`config.mk`:
```
export PLATFORM = sky130hd
export DESIGN_NAME = pc_sequencer
export DESIGN_NICKNAME = d
export VERILOG_FILES = /design/src/rtl/pc_sequencer.sv
export SDC_FILE = /design/constraint.sdc
export NUM_CORES = 1
export LEC_CHECK = 0
export CAP_MARGIN = 20
export CORE_MARGIN = 1.5
export CORE_UTILIZATION = 43
export CTS_CLUSTER_DIAMETER = 150
export DETAILED_ROUTE_END_ITERATION = 8
export GPL_ROUTABILITY_DRIVEN = 0
export PLACE_DENSITY = 0.76
export SETUP_SLACK_MARGIN = 0.1
export SLEW_MARGIN = 20
export SYNTH_ARGS = -nofsm -noshare
export SYNTH_HDL_FRONTEND = slang
export SYNTH_SLANG_ARGS = --single-unit
```
`constraint.sdc`:
```
create_clock -name Clk -period 1.7 [get_ports Clk]
set_clock_uncertainty 0.1 [all_clocks]
set_input_delay 0.51 -clock Clk [delete_from_list [all_inputs] [get_ports Clk]]
set_output_delay 0.51 -clock Clk [all_outputs]
set_load 0.05 [all_outputs]
```
`src/rtl/pc_sequencer.sv`:
```
// Fetch-stage program-counter sequencer: owns the PC, selects base / PC+1 / LUT branch target,
// and runs one program per Start/Done handshake while counting the RUN cycles of each run.
module pc_sequencer #(
  parameter int              PC_W       = 10,
  parameter int              CNT_W      = 16,
  parameter logic [PC_W-1:0] PROG0_BASE = 10'd0,
  parameter logic [PC_W-1:0] PROG1_BASE = 10'd0,
  parameter logic [PC_W-1:0] PROG2_BASE = 10'd0
) (
  input  logic             Clk,
  input  logic             Reset,
  input  logic             Start,
  input  logic [1:0]       ProgSel,
  input  logic             Halt,
  input  logic             Stall,
  input  logic             BranchEn,
  input  logic             BranchCond,
  input  logic [PC_W-1:0]  LutTarget,
  output logic [PC_W-1:0]  PC,
  output logic             Running,
  output logic             Done,
  output logic [CNT_W-1:0] CycleCount
);

  typedef enum logic [1:0] {
    ST_IDLE = 2'd0,
    ST_RUN  = 2'd1,
    ST_DONE = 2'd2
  } state_t;

  localparam logic [PC_W-1:0]  PC_ONE  = {{(PC_W-1){1'b0}}, 1'b1};
  localparam logic [CNT_W-1:0] CNT_ONE = {{(CNT_W-1){1'b0}}, 1'b1};

  state_t           state_r;
  state_t           state_s;
  logic [PC_W-1:0]  pc_s;
  logic [PC_W-1:0]  base_s;
  logic [CNT_W-1:0] cnt_s;
  logic             start_ok_s;

  // Program base lookup; ProgSel=3 never reaches the PC because start_ok_s gates it.
  always_comb begin
    base_s     = PC;
    start_ok_s = Start & (ProgSel != 2'd3);
    case (ProgSel)
      2'd0:    base_s = PROG0_BASE;
      2'd1:    base_s = PROG1_BASE;
      2'd2:    base_s = PROG2_BASE;
      default: base_s = PC;
    endcase
  end

  // Next-state, next-PC and cycle-count selection.
  always_comb begin
    state_s = state_r;
    pc_s    = PC;
    cnt_s   = CycleCount;
    case (state_r)
      ST_IDLE, ST_DONE: begin
        if (start_ok_s) begin
          state_s = ST_RUN;
          pc_s    = base_s;
          cnt_s   = {CNT_W{1'b0}};
        end else begin
          state_s = state_r;
        end
      end
      ST_RUN: begin
        if (CycleCount == {CNT_W{1'b1}}) begin
          cnt_s = CycleCount;
        end else begin
          cnt_s = CycleCount + CNT_ONE;
        end
        // Halt outranks Stall, which outranks a taken branch; LutTarget only muxed in when taken.
        if (Halt) begin
          state_s = ST_DONE;
        end else if (Stall) begin
          pc_s = PC;
        end else if (BranchEn && BranchCond) begin
          pc_s = LutTarget;
        end else begin
          pc_s = PC + PC_ONE;
        end
      end
      default: begin
        state_s = ST_IDLE;
        pc_s    = {PC_W{1'b0}};
        cnt_s   = {CNT_W{1'b0}};
      end
    endcase
  end

  // State, PC, counter and registered status decodes.
  always_ff @(posedge Clk or negedge Reset) begin
    if (!Reset) begin
      state_r    <= ST_IDLE;
      PC         <= {PC_W{1'b0}};
      CycleCount <= {CNT_W{1'b0}};
      Running    <= 1'b0;
      Done       <= 1'b0;
    end else begin
      state_r    <= state_s;
      PC         <= pc_s;
      CycleCount <= cnt_s;
      Running    <= (state_s == ST_RUN);
      Done       <= (state_s == ST_DONE);
    end
  end

endmodule

```
Yosys cells after proc, flatten, opt, wreduce, memory -nomap -nowiden. Cells that the tools add are included.

Bitwise operators: 1. Reductions and logical operators: 7. Muxes and demuxes: 12. $add $sub $neg: 2. Eq/ne operators: 13.

Operators with widths (number): $mux W10 (5); $mux W16 (2); $pmux W16 S2 (1); $pmux W10 S2 (1); $add A16 B1 Y16 const B (1); $eq A16 B16 Y1 const B (1); $ne A2 B2 Y1 const B (6); $add A10 B1 Y10 const B (1); $eq A2 B1 Y1 const B (3); $eq A2 B2 Y1 const B (3); $logic_not A2 Y1 (2); $mux W2 (2); $pmux W2 S2 (1); $reduce_and A4 Y1 (1); $reduce_or A3 Y1 (1); $reduce_and A2 Y1 (1); $reduce_or A2 Y1 (1); $and A1 B1 Y1 (1); $logic_and A1 B1 Y1 (1).

Word-level logic and storage cells: 40. Flip-flop bits (word level): 30.

Depth between registers and ports, before layout.
Depth after elaboration: 5. Mapped depth: 6.

Worst setup path before layout. Ideal clock, no wire load.

Path type: flip-flop to flip-flop. Start: reg CycleCount[0]. End: reg CycleCount[3]. Clock period less this slack: 2.189 ns. Cell stages (with the launch flop): 6. Arrival time: 2.007 ns. Buffers on the path: 0. Setup slack: -0.489 ns. Cell sequence: dfrtp_1 > ha_1 > nand4_4 > or4_4 > a21o_1 > a31oi_1.

Longest elaborated chain between the ends: 3.

Ends and longest elaborated chain: start, declared (line 22) `output logic [CNT_W-1:0] CycleCount`; start signal, assigned (line 98) `CycleCount <= {CNT_W{1'b0}};`; start signal, assigned (line 104) `CycleCount <= cnt_s;`; $add A16 B1 Y16 or $eq A16 B16 Y1 (tied branches) (line 72, 69); $mux W16 or $ne A2 B2 Y1 (tied branches); $pmux W16 S2 or $reduce_and A2 Y1 (tied branches).

Parallel ways exist; a longest one is shown, timed or not. The select of a mux whose other input is x is not followed. A chain may end at the register's enable or synchronous reset.

Final worst setup path.
Start: reg CycleCount[0]. End: reg CycleCount[5].

The elaborated chain is that of the path after synthesis.

==> impl_metrics.csv <==
group,metric,value,unit
status,status,"complete, but fails checks",
status,violations,"negative setup slack",
synth,syn_area,1700,sq um
synth,synth-seq-cells,30,
timing,slew_headroom,0.618,
setup_path,cp_data_required_time,1790,ps
floorplanning,fp.dieH,65.9,um
timing,worstMarginPinSlew,568,ps
global_routing,grt_pass1_vias,2176,
setup_path,crit_slowest_cell,"dfrtp_2",
detailed_routing,met1_length,3510,um
pwr,power,0.00421,W
setup_path,path_cells,"ha_4 -> nand4_4 -> buf_12 -> nor4_4 -> buf_4 -> o21ai_1 -> a31oi_1",
clocking,clock_sinks,30,
timing,finalSetupViolations,21,
synth,synth_nets,206,
timing,drv_slew,0,
setup_path,r2r_start,"CycleCount[0]",
setup_path,path_max_fanout,5,
synth,synthMuxAreaShare,0.00589,
pwr,leakage,1.48,nW
placed_design,pre_cts_slack,-624,ps
placed_design,io_buffers,46,
final_layout,fin_util,0.961,
setup_path,timing.rr.end,"CycleCount[5]",
final_layout,fin_area,3570,sq um
floorplanning,core-area,3720,sq um
global_routing,overflow,0,
global_routing,grt_pass1_wl,10800,um
setup_path,setup.worst_path.start_class,"flip-flop",
timing,rsz0062_at_grt,"yes",
setup_path,r2r_cells,7,
clocking,cts_tree,"yes",
final_layout,drive_above_1_share,0.597,
worst_hold_path,hold_class,"in -> async",
detailed_routing,initialDrtViolationCount,403,
detailed_routing,finalWirelength,10300,um
global_routing,grt_use_total,0.331,
synth,synth_cells,185,
setup_path,crit_path_end_kind,"flip-flop",
synth,synth-compound-area-share,0.273,
timing,finalHoldViolCount,0,
synth,synth_fa_ha_area_frac,0.0147,
clocking,clk_pin_slew,70,ps
detailed_routing,ant_nets,0,
detailed_routing,drt_first_pass_iters,6,
floorplanning,die_w,65.9,um
floorplanning,row_count,22,
clocking,clockBufferDepth,2,
setup_path,cp.arrival,2140,ps
detailed_routing,post_drt_wl_per_cell,29.7,um
floorplanning,die-area,4340,sq um
floorplanning,start_util,0.458,
floorplanning,pin_count,47,
clocking,h-tree-depth,2,
timing,timing.hold.ws,495,ps
clocking,numCtsBuffers,5,
synth,synthXorXnorAreaFrac,0,
setup_path,crit_type,"reg -> reg",
detailed_routing,top_layer,"met5",
timing,layout_setup_ws,-357,ps
synth,synth_top_family_by_area,"compound AO/OA/AOI/OAI gates",
detailed_routing,num_vias,2548,
detailed_routing,met2_length,4810,um
synth,ys.warnings.count,0,
final_layout,syn2layout_area_growth,110,%
pwr,p_per_area,1180,nW/um^2
clocking,clockRootBuffer,"clkbuf_8",
placed_design,dpl-instance-area,2880,sq um
final_layout,nNetsFinal,320,
timing,fmax,486,MHz
synth,ys_seq_area_frac,0.442,
synth,synth_cell_type_count,46,
pwr,ir_drop,1.42,mV
final_layout,antenna_cells,0,
synth,post_synth.cell_area_avg,9.19,sq um
global_routing,antenna_found_initial,1,
synth,synthSimpleGateAreaFrac,0.238,
timing,finalCriticalPeriod,2060,ps
setup_path,r2r_slack,-360,ps
job,max-cap-violations,0,
final_layout,fillers,75,
detailed_routing,remaining_drc_errors,0,
detailed_routing,via_per_inst,7.32,
clocking,clkLatencyLatePin,300,ps
setup_path,slowest_delay,410,ps
global_routing,grt_max_degree,31,
detailed_routing,wl_met3,1210,um
timing,timing.final.crit_share,1.21,
placed_design,hpwlAfterDp,3670,um
area by class of cell:
type | count | area [sq um] | area share
Inverter | 4 | 15.0 | 0.00421
Timing Repair Buffer | 114 | 1410 | 0.395
Sequential cell | 30 | 774 | 0.217
Clock inverter | 1 | 5.00 | 0.00140
Clock buffer | 7 | 86.3 | 0.0242
Tap cell | 48 | 60.1 | 0.0168
Multi-Input combinational cell | 144 | 1220 | 0.342
sequential cells by signal, summed over array words and instances, names as in the netlist:
register	count
CycleCount	16
PC	10
state_r	2
Done	1
Running	1
how the worst max path moves through the flow:
stage / depth (start not counted) / end / start
global placement: 5 / CycleCount[13] / Start
global route: 7 / CycleCount[5] / CycleCount[1]
finish: 7 / CycleCount[5] / CycleCount[0]
CTS: 5 / CycleCount[3] / CycleCount[0]
detailed placement: 5 / CycleCount[13] / Start
floorplan: 5 / CycleCount[3] / CycleCount[0]
synthesized netlist by cell type, drive strengths merged:
library cell,number,area share
dfrtp,30,0.44
o311ai,1,0.0052
a31o,1,0.0052
a21oi,20,0.059
a21boi,1,0.0044
o2111ai,1,0.0088
and4,1,0.0052
o31a,2,0.010
nor3b,1,0.0044
clkbuf,8,0.018
a41oi,3,0.015
or4b,1,0.0059
or4,5,0.024
o211ai,1,0.0044
or3,1,0.0037
a22o,3,0.015
nand2b,1,0.0037
inv,4,0.0088
nor2b,1,0.0037
a311oi,2,0.010
nand3,7,0.021
a22oi,2,0.0088
ha,2,0.015
a32o,1,0.0059
nor4,5,0.026
a32oi,1,0.0052
nor3,9,0.026
mux2i,1,0.0059
o22ai,4,0.015
o31ai,3,0.013
o21a,1,0.0044
nor2,13,0.029
nand2,10,0.022
and3,5,0.018
and2,4,0.015
nand4,4,0.027
or2,1,0.0037
o21ai,15,0.044
a31oi,4,0.015
a21o,3,0.013
o41ai,2,0.010
critical path, delay by kind of cell (launching register included):
kind / cells / cell delay, ps
adders and majority gates: 1 / 160
and+or+nand+nor: 2 / 500
AOI/OAI and AO/OA: 2 / 360
DFF: 1 / 410
buffers and inverters: 2 / 400
through the flow:
stage / std cells / TNS, ps
finish: 348 / -3180
detailed placement: 313 / -13770
global route: 348 / -3760
floorplan: 185 / -1470
CTS: 335 / -84.9
global placement: 313 / -12450
where the power goes:
group / internal (W) / switching, W / total, W
registers: 0.000853 / 0.000204 / 0.00106
logic: 0.00116 / 0.00137 / 0.00253
clock network: 0.000327 / 0.000307 / 0.000633
kinds of logic (layout without fill, tap and decap cells):
family / after synthesis / after routing
AOI/OAI and AO/OA: 71 / 71
adders and majority gates: 2 / 2
buffers and inverters: 12 / 126
DFF: 30 / 30
muxes: 1 / 1
and+or+nand+nor: 69 / 70
cells in the final DEF (no fill, tap or decap), types with 9 or more instances in the layout:
master            n
o21ai_1          10
buf_6            21
nor2_1            9
dfrtp_1          11
clkdlybuf4s50_1  13
a21oi_2           9
buf_4            41
buf_12           32
a21oi_1          11
nand2_1          10
dfrtp_2          19
metal layers:
metal,vias up,track usage
met3,91,0.0426
met1,1228,0.422
li1,953,-
met5,-,0
met2,274,0.545
met4,2,0.177
repair_timing:
| action | in CTS | in global routing |
|---|---|---|
| hold buffers | 0 | 0 |
| pin swaps | 24 | 14 |
| buffers inserted | 13 | 12 |
| setup endpoints to repair | 44 | 45 |
| cloned | 2 | 2 |
| hold endpoints to repair | 0 | 0 |
| resized for setup | 52 | 41 |
(Power assumes the default switching activity.)
